### src/rtl/ddr3_burst_engine.sv
// ddr3_burst_engine
// Moves an xfer_len-word transfer between a FWFT stream (source for writes,
// sink for reads) and a MIG-style native port. Each transfer is split into
// bursts of at most MAX_BURST words. Read commands are only issued when the
// sink can absorb the whole burst. Aborts take effect at burst boundaries.
//
// Ports:
//   clk, rst                 clock, asynchronous active-high reset
//   start/dir/start_addr/xfer_len  transfer request, sampled in IDLE only
//   abort                    stop at the next burst boundary
//   busy/done/aborted        progress; done is a one-cycle pulse
//   xfer_count               words completed so far
//   status                   sticky {zero_len, rd_overflow, wr_underrun}
//   src_*                    write-path FWFT source (src_strobe pops)
//   snk_*                    read-path sink (snk_strobe pushes)
//   cmd_*                    native command port
//   wr_*                     native write-data port (wr_mask fixed at 0)
//   rd_*                     native read-data port (rd_en pops)
module ddr3_burst_engine #(
  parameter int unsigned DATA_WIDTH = 32,
  parameter int unsigned ADDR_WIDTH = 28,
  parameter int unsigned LEN_WIDTH  = 24,
  parameter int unsigned MAX_BURST  = 64,
  parameter int unsigned ADDR_STEP  = 1
) (
  input  logic                    clk,
  input  logic                    rst,
  input  logic                    start,
  input  logic                    dir,
  input  logic [ADDR_WIDTH-1:0]   start_addr,
  input  logic [LEN_WIDTH-1:0]    xfer_len,
  input  logic                    abort,
  output logic                    busy,
  output logic                    done,
  output logic                    aborted,
  output logic [LEN_WIDTH-1:0]    xfer_count,
  output logic [2:0]              status,
  input  logic [DATA_WIDTH-1:0]   src_data,
  input  logic                    src_valid,
  output logic                    src_strobe,
  output logic [DATA_WIDTH-1:0]   snk_data,
  output logic                    snk_strobe,
  input  logic [LEN_WIDTH-1:0]    snk_space,
  output logic                    cmd_en,
  output logic [2:0]              cmd_instr,
  output logic [5:0]              cmd_bl,
  output logic [ADDR_WIDTH-1:0]   cmd_word_addr,
  input  logic                    cmd_full,
  output logic                    wr_en,
  output logic [DATA_WIDTH/8-1:0] wr_mask,
  output logic [DATA_WIDTH-1:0]   wr_data,
  input  logic                    wr_full,
  input  logic                    wr_underrun,
  output logic                    rd_en,
  input  logic [DATA_WIDTH-1:0]   rd_data,
  input  logic                    rd_empty,
  input  logic                    rd_overflow
);

  typedef enum logic [2:0] {
    IDLE,
    WR_FILL,
    WR_CMD,
    RD_CMD,
    RD_DRAIN,
    FINISH
  } state_t;

  state_t                  state;
  logic [6:0]              chunk;
  logic [6:0]              fill_cnt;
  logic [6:0]              drain_cnt;
  logic [LEN_WIDTH-1:0]    remaining;
  logic [ADDR_WIDTH-1:0]   cur_addr;
  logic                    abort_pend;

  logic [LEN_WIDTH-1:0]    remaining_after;
  logic [ADDR_WIDTH-1:0]   next_addr;

  function automatic logic [6:0] burst_size(input logic [LEN_WIDTH-1:0] words);
    if (words > LEN_WIDTH'(MAX_BURST))
      return 7'(MAX_BURST);
    return 7'(words);
  endfunction

  assign remaining_after = remaining - LEN_WIDTH'(chunk);
  // Truncation to ADDR_WIDTH gives the modulo-2^ADDR_WIDTH wrap.
  assign next_addr = cur_addr + ADDR_WIDTH'(chunk) * ADDR_WIDTH'(ADDR_STEP);

  assign busy       = (state != IDLE);
  assign src_strobe = (state == WR_FILL) && src_valid && !wr_full && (fill_cnt < chunk);
  assign rd_en      = (state == RD_DRAIN) && !rd_empty && (drain_cnt < chunk);
  assign snk_strobe = rd_en;
  assign snk_data   = rd_data;
  assign wr_mask    = '0;

  always_ff @(posedge clk or posedge rst) begin
    if (rst) begin
      state         <= IDLE;
      chunk         <= '0;
      fill_cnt      <= '0;
      drain_cnt     <= '0;
      remaining     <= '0;
      cur_addr      <= '0;
      abort_pend    <= 1'b0;
      done          <= 1'b0;
      aborted       <= 1'b0;
      xfer_count    <= '0;
      status        <= '0;
      cmd_en        <= 1'b0;
      cmd_instr     <= '0;
      cmd_bl        <= '0;
      cmd_word_addr <= '0;
      wr_en         <= 1'b0;
      wr_data       <= '0;
    end else begin
      cmd_en  <= 1'b0;
      wr_en   <= 1'b0;
      done    <= 1'b0;
      aborted <= 1'b0;

      if (busy && abort)       abort_pend <= 1'b1;
      if (busy && wr_underrun) status[0]  <= 1'b1;
      if (busy && rd_overflow) status[1]  <= 1'b1;

      case (state)
        IDLE: begin
          if (start) begin
            cur_addr   <= start_addr;
            remaining  <= xfer_len;
            chunk      <= burst_size(xfer_len);
            xfer_count <= '0;
            fill_cnt   <= '0;
            drain_cnt  <= '0;
            abort_pend <= 1'b0;
            if (xfer_len == '0) begin
              status <= 3'b100;
              state  <= FINISH;
            end else begin
              status <= '0;
              state  <= dir ? RD_CMD : WR_FILL;
            end
          end
        end

        WR_FILL: begin
          if (src_strobe) begin
            wr_en    <= 1'b1;
            wr_data  <= src_data;
            fill_cnt <= fill_cnt + 7'd1;
          end
          if (fill_cnt == chunk)
            state <= WR_CMD;
        end

        // Data for this burst is already in the write FIFO, so the command
        // is issued even if an abort is pending.
        WR_CMD: begin
          if (!cmd_full) begin
            cmd_en        <= 1'b1;
            cmd_instr     <= 3'b010;
            cmd_bl        <= 6'(chunk - 7'd1);
            cmd_word_addr <= cur_addr;
            cur_addr      <= next_addr;
            remaining     <= remaining_after;
            xfer_count    <= xfer_count + LEN_WIDTH'(chunk);
            fill_cnt      <= '0;
            chunk         <= burst_size(remaining_after);
            state         <= ((remaining_after == '0) || abort_pend) ? FINISH : WR_FILL;
          end
        end

        RD_CMD: begin
          if (abort_pend) begin
            state <= FINISH;
          end else if (!cmd_full && (snk_space >= LEN_WIDTH'(chunk))) begin
            cmd_en        <= 1'b1;
            cmd_instr     <= 3'b011;
            cmd_bl        <= 6'(chunk - 7'd1);
            cmd_word_addr <= cur_addr;
            cur_addr      <= next_addr;
            state         <= RD_DRAIN;
          end
        end

        RD_DRAIN: begin
          if (rd_en) begin
            drain_cnt  <= drain_cnt + 7'd1;
            xfer_count <= xfer_count + LEN_WIDTH'(1);
          end
          if (drain_cnt == chunk) begin
            remaining <= remaining_after;
            drain_cnt <= '0;
            chunk     <= burst_size(remaining_after);
            state     <= (remaining_after == '0) ? FINISH : RD_CMD;
          end
        end

        FINISH: begin
          done       <= 1'b1;
          aborted    <= abort_pend;
          abort_pend <= 1'b0;
          state      <= IDLE;
        end

        default: state <= IDLE;
      endcase
    end
  end

endmodule

### config.mk
export PLATFORM = sky130hd
export DESIGN_NAME = ddr3_burst_engine
export DESIGN_NICKNAME = d
export VERILOG_FILES = /design/src/rtl/ddr3_burst_engine.sv
export SDC_FILE = /design/constraint.sdc
export NUM_CORES = 1
export LEC_CHECK = 0
export ABC_CLOCK_PERIOD_IN_PS = 7350
export CORE_MARGIN = 8
export CORE_UTILIZATION = 35
export CTS_CLUSTER_SIZE = 14
export DETAILED_ROUTE_END_ITERATION = 6
export GPL_TIMING_DRIVEN = 1
export SYNTH_ARGS = -nofsm -noshare
export SYNTH_HDL_FRONTEND = slang
export SYNTH_SLANG_ARGS = --single-unit
### constraint.sdc
create_clock -name clk -period 7.35 [get_ports clk]
set_input_delay 1.47 -clock clk [delete_from_list [all_inputs] [get_ports clk]]
set_output_delay 1.47 -clock clk [all_outputs]
set_load 0.02 [all_outputs]
### Word-level counts from Yosys, hierarchy flattened

Index checks and enable logic that the tools add are counted.

| cells by class | value |
|---|---|
| add/sub/neg operators | 7 |
| equality and inequality tests | 17 |
| muxes and demuxes | 76 |
| order comparisons | 5 |
| reductions and logical operators | 31 |

Operators by type and width:

| operator | count |
|---|---|
| $mux W28 | 7 |
| $mux W24 | 6 |
| $pmux W24 S3 | 2 |
| $mux W7 | 13 |
| $pmux W28 S3 | 1 |
| $pmux W28 S2 | 1 |
| $gt A24 B7 Y1 const B | 2 |
| $logic_not A24 Y1 | 2 |
| $pmux W7 S3 | 2 |
| $mux W3 | 13 |
| $add A28 B7 Y28 | 1 |
| $add A24 B1 Y24 const B | 1 |
| $add A24 B7 Y24 | 1 |
| $ge A24 B7 Y1 | 1 |
| $sub A24 B7 Y24 | 1 |
| $mux W1 | 19 |
| $mux W6 | 3 |
| $reduce_and A4 Y1 | 4 |
| $pmux W3 S5 | 1 |
| $add A7 B1 Y7 const B | 2 |
| $eq A7 B7 Y1 | 2 |
| $lt A7 B7 Y1 | 2 |
| $pmux W7 S2 | 1 |
| $ne A2 B2 Y1 const B | 6 |
| other kinds (20) | 42 |

| word-level totals | value |
|---|---|
| bits in registers | 177 |
| word-level logic and storage cells | 154 |
| output and inout port bits | 140 |
| input port bits | 151 |

### Depth between registers and ports, before layout

Gate-level depths: netlist of the first run.

| depth | value |
|---|---|
| depth in word-level cells | 8 |
| depth in mapped cells | 12 |
| gate-level depth less buffers | 11 |

### Least setup slack after synthesis of the first run

No wires, ideal clock.

| timing | value |
|---|---|
| kind | input -> output |
| from | in rd_empty |
| to | out snk_strobe |
| required time | 5.880 ns |
| slack | 3.523 ns |
| cell stages on the path | 4 |
| path buffers | 1 |
| arrival time | 2.357 ns |
| cell sequence | a2111oi_4 > nand2_1 > inv_1 > buf_4 |

| on the way | value |
|---|---|
| cells in the longest elaborated chain, start to end | 3 |

Ends and longest elaborated chain:

| item | line | text |
|---|---|---|
| start, declared | 56 | `input logic rd_empty,` |
| $logic_not A1 Y1 | 92 | `assign rd_en = (state == RD_DRAIN) && !rd_empty && (drain_cnt < chunk);` |
| $logic_and A1 B1 Y1 (2 in a row) | 92 |  |
| end, declared | 42 | `output logic snk_strobe,` |

Every way passes these cells.

### Worst setup path after layout of the first run

| timing | value |
|---|---|
| from | reg chunk[1] |
| to | out rd_en |

| on the way | value |
|---|---|
| cells in the longest elaborated chain, start to end | 2 |

Ends and longest elaborated chain:

| item | line | text |
|---|---|---|
| start, declared | 70 | `logic [6:0] chunk;` |
| start signal, assigned | 131 | `chunk <= burst_size(xfer_len);` |
| start signal, assigned | 168 | `chunk <= burst_size(remaining_after);` |
| start signal, assigned | 194 | `chunk <= burst_size(remaining_after);` |
| $lt A7 B7 Y1 | 92 |  |
| $logic_and A1 B1 Y1 | 92 |  |
| end, declared | 54 | `output logic rd_en,` |

Every way passes these cells.

==> summary.md, run 1 <==
| Metric | Value |
|---|---|
| Outcome | complete, no violations |
| Unrepaired setup endpoints after global routing | no |
| Synthesized instance count | 1,136 |
| Post_cts resized | 0 |
| Yosys warns | 0 |
| Crit-path max FO | 8 |
| Initial antenna violation count | 3 |
| Clk_lat worst skew | 440 ps |
| First-pass GRT wire length | 50,600 um |
| Grt ovf | 0 |
| Setup Viol. Count Final | 0 |
| Mapped Area | 10,600 um2 |
| Residual DRC | 0 |
| PwrDens | 371 nW/um2 |
| Req. time, crit path | 5880 ps |
| Setup crit end kind | primary output |
| Count of input and output buffers | 221 |
| Slew @ Worst Pin | 1160 ps |
| Synth top area share | 0.416 |
| Synth Area per Inst | 9.31 um2 |
| Clock sink total | 176 |
| P&R area growth vs syn | 27.5% |
| Max-slew violations | 0 |
| Die Span X | 190 um |
| Max transition margin | 0.223 |
| Crit start category | flip-flop |
| Synth area leaders | dfrtp_1 (42%), mux2_2 (6.3%), ha_1 (5.3%), a21oi_1 (5.0%), o21ai_0 (3.6%) |
| Worst-path clk slew | 70 ps |
| GP Congestion | 0.848 |
| Post-CTS setup buffer count | 0 |
| Critical Path AT | 3380 ps |
| Synth top cells by count | dfrtp_1 (176), a21oi_1 (106), nor2_1 (90) |
| Met3 Use GR | 0.0538 |
| DP HPWL | 23,700 um |
| GR Layer Usage met1 | 0.220 |
| CTS H-tree depth | 4 |
| Clock root buffer | clkbuf_16 |
| Nets | 1,492 |
| Synth Flop Type | dfrtp_1 |
| I/O pins | 291 |
| Routed Antenna Nets | 0 |
| Via count | 9,406 |
| Worst hold path class | flip-flop to flip-flop |
| TritonRoute pass-1 iters | 5 |
| Flops & latches, synth | 176 |
| Synth area leader | dfrtp_1 |
| Skew final | 18.4 ps |
| Total CTS buffers | 17 |
| Pre-CTS setup slack | 2570 ps |
| Layer with the highest usage | met2 |
| Seq/Total Area, Yosys | 0.416 |
| Wire per inst | 18.8 um |
| TritonCTS clock tree | done |
| Initial Utilization | 0.356 |
| Core Footprint | 29,700 um2 |
| DRT Wirelength | 32,000 um |
| Crit Path Class | flip-flop to primary output |
| Vias in the first global route | 9,304 |
| Fmax | 0.206 GHz |
| Fin. Hold Viols | 0 |
| Async set-or-reset flop fraction in the synthesized netlist | 1.00 |
| Count leader, synth | dfrtp_1 |
| Peak VDD IR | 0.000201 V |
| GRT Resource Usage Total | 0.174 |
| Die height | 190 um |
| Final WS setup | 2500 ps |
| LEAKAGE | 5.43 nW |
| Bufs on Longest Clock Path | 2 |
| Min Clock Period, post-route | 4850 ps |
| Post-CTS Hold Buffers | 0 |
| Pin count of the biggest net entering global routing | 75 |
| Via/cell ratio | 5.54 |
| Die area | 36,100 um2 |
| Post-synth EDFFs | 0 |
| Row cnt | 63 |
| First DRT Iteration DRCs | 612 |
| Ratio of final minimum period to clock period | 0.660 |
| Layout cell share with drive strength beyond 1 | 0.0957 |
| Setup TNS | 0 ps |
| Routing usage on met2 | 0.276 |
| Max cap viols | 0 |
| Post-synthesis cell type count | 77 |
## routing by layer
| layer | vias up | wire (um) |
|---|---|---|
| met4 | 0 | 649 |
| met1 | 4549 | 13600 |
| li1 | 4501 | - |
| met5 | - | 0 |
| met3 | 36 | 2680 |
| met2 | 320 | 15100 |
## area by class of cell
cell class              count  area (um2)
diodes                      3        7.51
clock inverters            14         168
clock buffers              18         439
repair buffers            231        2290
multi-input cells         832        5560
inverters                  35         136
flip-flops and latches    176        4400
fillers                  2879       16200
well taps                 390         488
## worst max-delay path: stages (launching register included)
cell and delay [ps]:
dfrtp_1 430, inv_1 330, ha_1 310, nor2b_1 130, o21a_1 160, o21a_1 180
o21bai_1 500, nand2_1 170, inv_1 120, clkdlybuf4s50_1 620
## through the flow
step	power, mW	cells	cell area [um2]	hold slack, ps	util
after floorplan	3.22	1140	10600	454	-
after global placement	4.04	1664	12900	468	0.433
after detailed placement	4.09	1664	12900	478	0.433
after CTS	5.05	1696	13500	493	0.454
after global routing	5.37	1699	13500	530	0.454
final	5.01	1699	13500	487	0.454
## path summary, 6_finish.rpt
check                                   from             end  slack [ps]  depth (start not counted)
min in group asynchronous                rst      wr_data[9]        1460                          2
worst max-delay path                chunk[1]           rd_en        2500                          9
worst min-delay path            remaining[5]    remaining[5]         490                          2
worst max register to register      state[0]  xfer_count[19]        3800                         10
max in group asynchronous                rst  xfer_count[19]        4500                          3
worst min register to register  remaining[5]    remaining[5]         490                          2
## registers in the layout (all words and copies together) (netlist names)
register,flops
abort_pend,1
aborted,1
chunk,7
cmd_bl,6
cmd_en,1
cmd_instr,2
cmd_word_addr,28
cur_addr,28
done,1
drain_cnt,7
fill_cnt,7
remaining,24
state,3
status,3
wr_data,32
wr_en,1
xfer_count,24
## power breakdown
part	total (mW)	switching, mW	internal, mW
clock	0.944	0.448	0.496
sequential	1.66	0.339	1.32
combinational	2.41	1.36	1.05
total	5.01	2.14	2.87
## cell usage in the layout, fill, tap and decap left out, drive strengths merged, types with 6 or more instances in the layout
| master | instances |
|---|---|
| mux2 | 59 |
| a31oi | 21 |
| xnor2 | 10 |
| o31ai | 20 |
| or3 | 15 |
| and2 | 6 |
| nand4 | 22 |
| o22ai | 6 |
| o22a | 13 |
| or4 | 16 |
| nor2b | 10 |
| o21a | 13 |
| nand2 | 71 |
| a21o | 13 |
| a21oi | 106 |
| clkbuf | 18 |
| nand2b | 14 |
| nand3 | 38 |
| a32oi | 6 |
| a22oi | 9 |
| o21ai | 78 |
| nor4 | 13 |
| inv | 41 |
| buf | 10 |
| xor2 | 6 |
| ha | 45 |
| nor2 | 90 |
| nor3 | 25 |
| clkinv | 6 |
| clkdlybuf4s50 | 221 |
| dfrtp | 176 |
| a211oi | 9 |
| and3 | 17 |
## cells by family after synthesis
kind of cell	Yosys count	synth area share
AO/OA/AOI/OAI	345	0.212
XOR/XNOR	16	0.0132
adder cells (fa/ha/maj)	48	0.0589
buffers and inverters	132	0.0627
flip-flops	176	0.416
multiplexers	64	0.0675
other	1	0.000354
AND/OR/NAND/NOR	354	0.169
Note: power is estimated with default switching activity, not from simulation.
==> run 2: changes to the inputs <==
--- a/config.mk
+++ b/config.mk
@@ -5,7 +5,7 @@
 export SDC_FILE = /design/constraint.sdc
 export NUM_CORES = 1
 export LEC_CHECK = 0
-export ABC_CLOCK_PERIOD_IN_PS = 7350
+export ABC_CLOCK_PERIOD_IN_PS = 4800
 export CORE_MARGIN = 8
 export CORE_UTILIZATION = 35
 export CTS_CLUSTER_SIZE = 14
==> constraint.sdc (replaced) <==
create_clock -name clk -period 4.8 [get_ports clk]
set_input_delay 0.96 -clock clk [delete_from_list [all_inputs] [get_ports clk]]
set_output_delay 0.96 -clock clk [all_outputs]
set_load 0.02 [all_outputs]
==> run 2 against run 1 <==
Critical path depth fell by 2. Clock-buffer cell count did not move. Worst hold slack improved by 1.4 ps. Sequential power rose by 51%. First-iteration DRC count rose by 14%. Largest cell class unchanged.
==> summary.md, run 2 (synthesis results as in run 1) <==
| Metric | Value |
|---|---|
| Post-CTS setup buffer count | 0 |
| Clock Power Share | 0.185 |
| Pin count of the biggest net entering global routing | 177 |
| First DRT Iteration DRCs | 698 |
| Int Pwr | 4.39 mW |
| TritonRoute pass-1 iters | 4 |
| DP HPWL | 23,800 um |
| Post-CTS Hold Buffers | 0 |
| Delay of the slowest critical-path stage | 640 ps |
| LEAKAGE | 5.42 nW |
| Die height | 190 um |
| Combinational cell fraction of total power | 0.488 |
| Via count | 9,297 |
| NetSw | 3.26 mW |
| Fmax | 0.239 GHz |
| DRT Wirelength | 32,200 um |
| Cell count of the worst reg-to-reg path | 9 |
| Critical Path AT | 3220 ps |
| Nets | 1,494 |
| Post_cts resized | 0 |
| I/O pins | 291 |
| Min Clock Period, post-route | 4180 ps |
| Kind of cell adding the most delay to the critical path | buffers and inverters |
| Clock root buffer | clkbuf_16 |
| Setup Viol. Count Final | 0 |
| Routed Antenna Nets | 0 |
| PwrDens | 567 nW/um2 |
| CP bufs+invs | 3 |
| Layout cell share with drive strength beyond 1 | 0.0964 |
| GP Congestion | 0.860 |
| Outcome | complete, no violations |
| CP cell instances | inv_1 -> ha_1 -> a21o_1 -> a2111oi_4 -> nand2_1 -> inv_1 -> clkdlybuf4s50_1 |
| Max-slew violations | 0 |
| Hold Path End | remaining[5] |
| Most used cell, CP | inv_1 |
| Commonest non-fill, non-tap cell in the layout | clkdlybuf4s50_1 |
| Ratio of final minimum period to clock period | 0.871 |
| Fin. Hold Viols | 0 |
| Setup crit end kind | primary output |
| Die area | 36,100 um2 |
| Initial antenna violation count | 2 |
| Crit Path Class | flip-flop to primary output |
| Row cnt | 63 |
| Share of power burned in registers | 0.327 |
| Via/cell ratio | 5.48 |
| Unrepaired setup endpoints after global routing | no |
| Core Footprint | 29,700 um2 |
| Vias in the first global route | 9,345 |
| Req. time, crit path | 3840 ps |
| Clk_lat worst skew | 440 ps |
| Top reg by flops | wr_data |
| Skew final | 22.8 ps |
| Post-Route Utilization | 0.454 |
| Residual DRC | 0 |
| Total CTS buffers | 17 |
| GRT Resource Usage Total | 0.178 |
| TritonCTS clock tree | done |
| Max transition margin | 0.232 |
| Count of input and output buffers | 221 |
| Max reg flops | 32 |
| Top flop regs | wr_data: 32 flops, cmd_word_addr: 28 flops, cur_addr: 28 flops |
| Crit start category | flip-flop |
| Reg2reg setup slack | 1210 ps |
| Max cap viols | 0 |
| Clock sink total | 176 |
| Initial Utilization | 0.356 |
| Worst-path clk slew | 60 ps |
| Die Span X | 190 um |
| Peak VDD IR | 0.000298 V |
| Wire per inst | 19.0 um |
| CP max stage cell | a2111oi_4 |
| Worst hold path class | flip-flop to flip-flop |
| Crit-path max FO | 9 |
| Slew @ Worst Pin | 1150 ps |
| First-pass GRT wire length | 51,700 um |
| Bufs on Longest Clock Path | 2 |
| RR Startpoint | chunk[4] |
| Commonest non-fill, non-tap cells in the layout | clkdlybuf4s50_1 (221), dfrtp_1 (176), a21oi_1 (105), nor2_1 (90), o21ai_0 (76) |
| Grt ovf | 0 |
| Worst R2R End | chunk[6] |
| Hold path depth | 2 |
| P&R area growth vs syn | 27.5% |
| CTS H-tree depth | 4 |
| Hold Path Origin | remaining[5] |
| Setup TNS | 0 ps |
| Sw Share | 0.426 |
[run 2: cell type report]
cell class	instances	area [um2]
fillers	2880	16200
multi-input cells	832	5560
flip-flops and latches	176	4400
repair buffers	233	2310
well taps	390	488
clock buffers	18	439
clock inverters	13	144
inverters	35	135
diodes	1	2.50
[run 2: per-stage QoR]
| stage | hold WS, ps | std cells | area [um2] | setup slack [ps] | total power [mW] |
|---|---|---|---|---|---|
| 2_1_floorplan | 454 | 1140 | 10600 | 1590 | 4.93 |
| 3_3_place_gp | 465 | 1666 | 12900 | 781 | 6.19 |
| 3_5_place_dp | 479 | 1666 | 12900 | 709 | 6.26 |
| 4_1_cts | 493 | 1697 | 13500 | 608 | 7.71 |
| 5_1_grt | 514 | 1698 | 13500 | 430 | 8.22 |
| 6_report | 488 | 1698 | 13500 | 617 | 7.64 |
[run 2: worst min-delay path, stage by stage (launching register included)]
cell     delay (ps)
dfrtp_1         350
nand2_1          50
o21ai_0          60
[run 2: worst max-delay path by stage]
stage	startpoint	endpoint	cells after the start
2_1_floorplan	rst	abort_pend	1
3_3_place_gp	snk_space[0]	cmd_word_addr[8]	11
4_1_cts	chunk[5]	rd_en	7
3_5_place_dp	snk_space[20]	cmd_word_addr[13]	9
6_report	chunk[5]	rd_en	7
5_1_grt	chunk[1]	rd_en	9
[run 2: layer usage]
metal | GRT usage | wire, um | vias up
met5 | 0 | 17 | -
met4 | 0.0595 | 770 | 2
met3 | 0.0460 | 2370 | 39
met2 | 0.281 | 14900 | 284
met1 | 0.234 | 14100 | 4500
li1 | - | - | 4472
[run 2: power groups by stage]
| stage | logic [mW] | registers (mW) | clock network, mW |
|---|---|---|---|
| final | 3.73 | 2.50 | 1.42 |
| after global routing | 4.12 | 2.58 | 1.51 |
| after CTS | 3.76 | 2.49 | 1.46 |
| after detailed placement | 3.74 | 2.52 | 0 |
| after global placement | 3.69 | 2.50 | 0 |
| after floorplan | 2.22 | 2.71 | 0 |
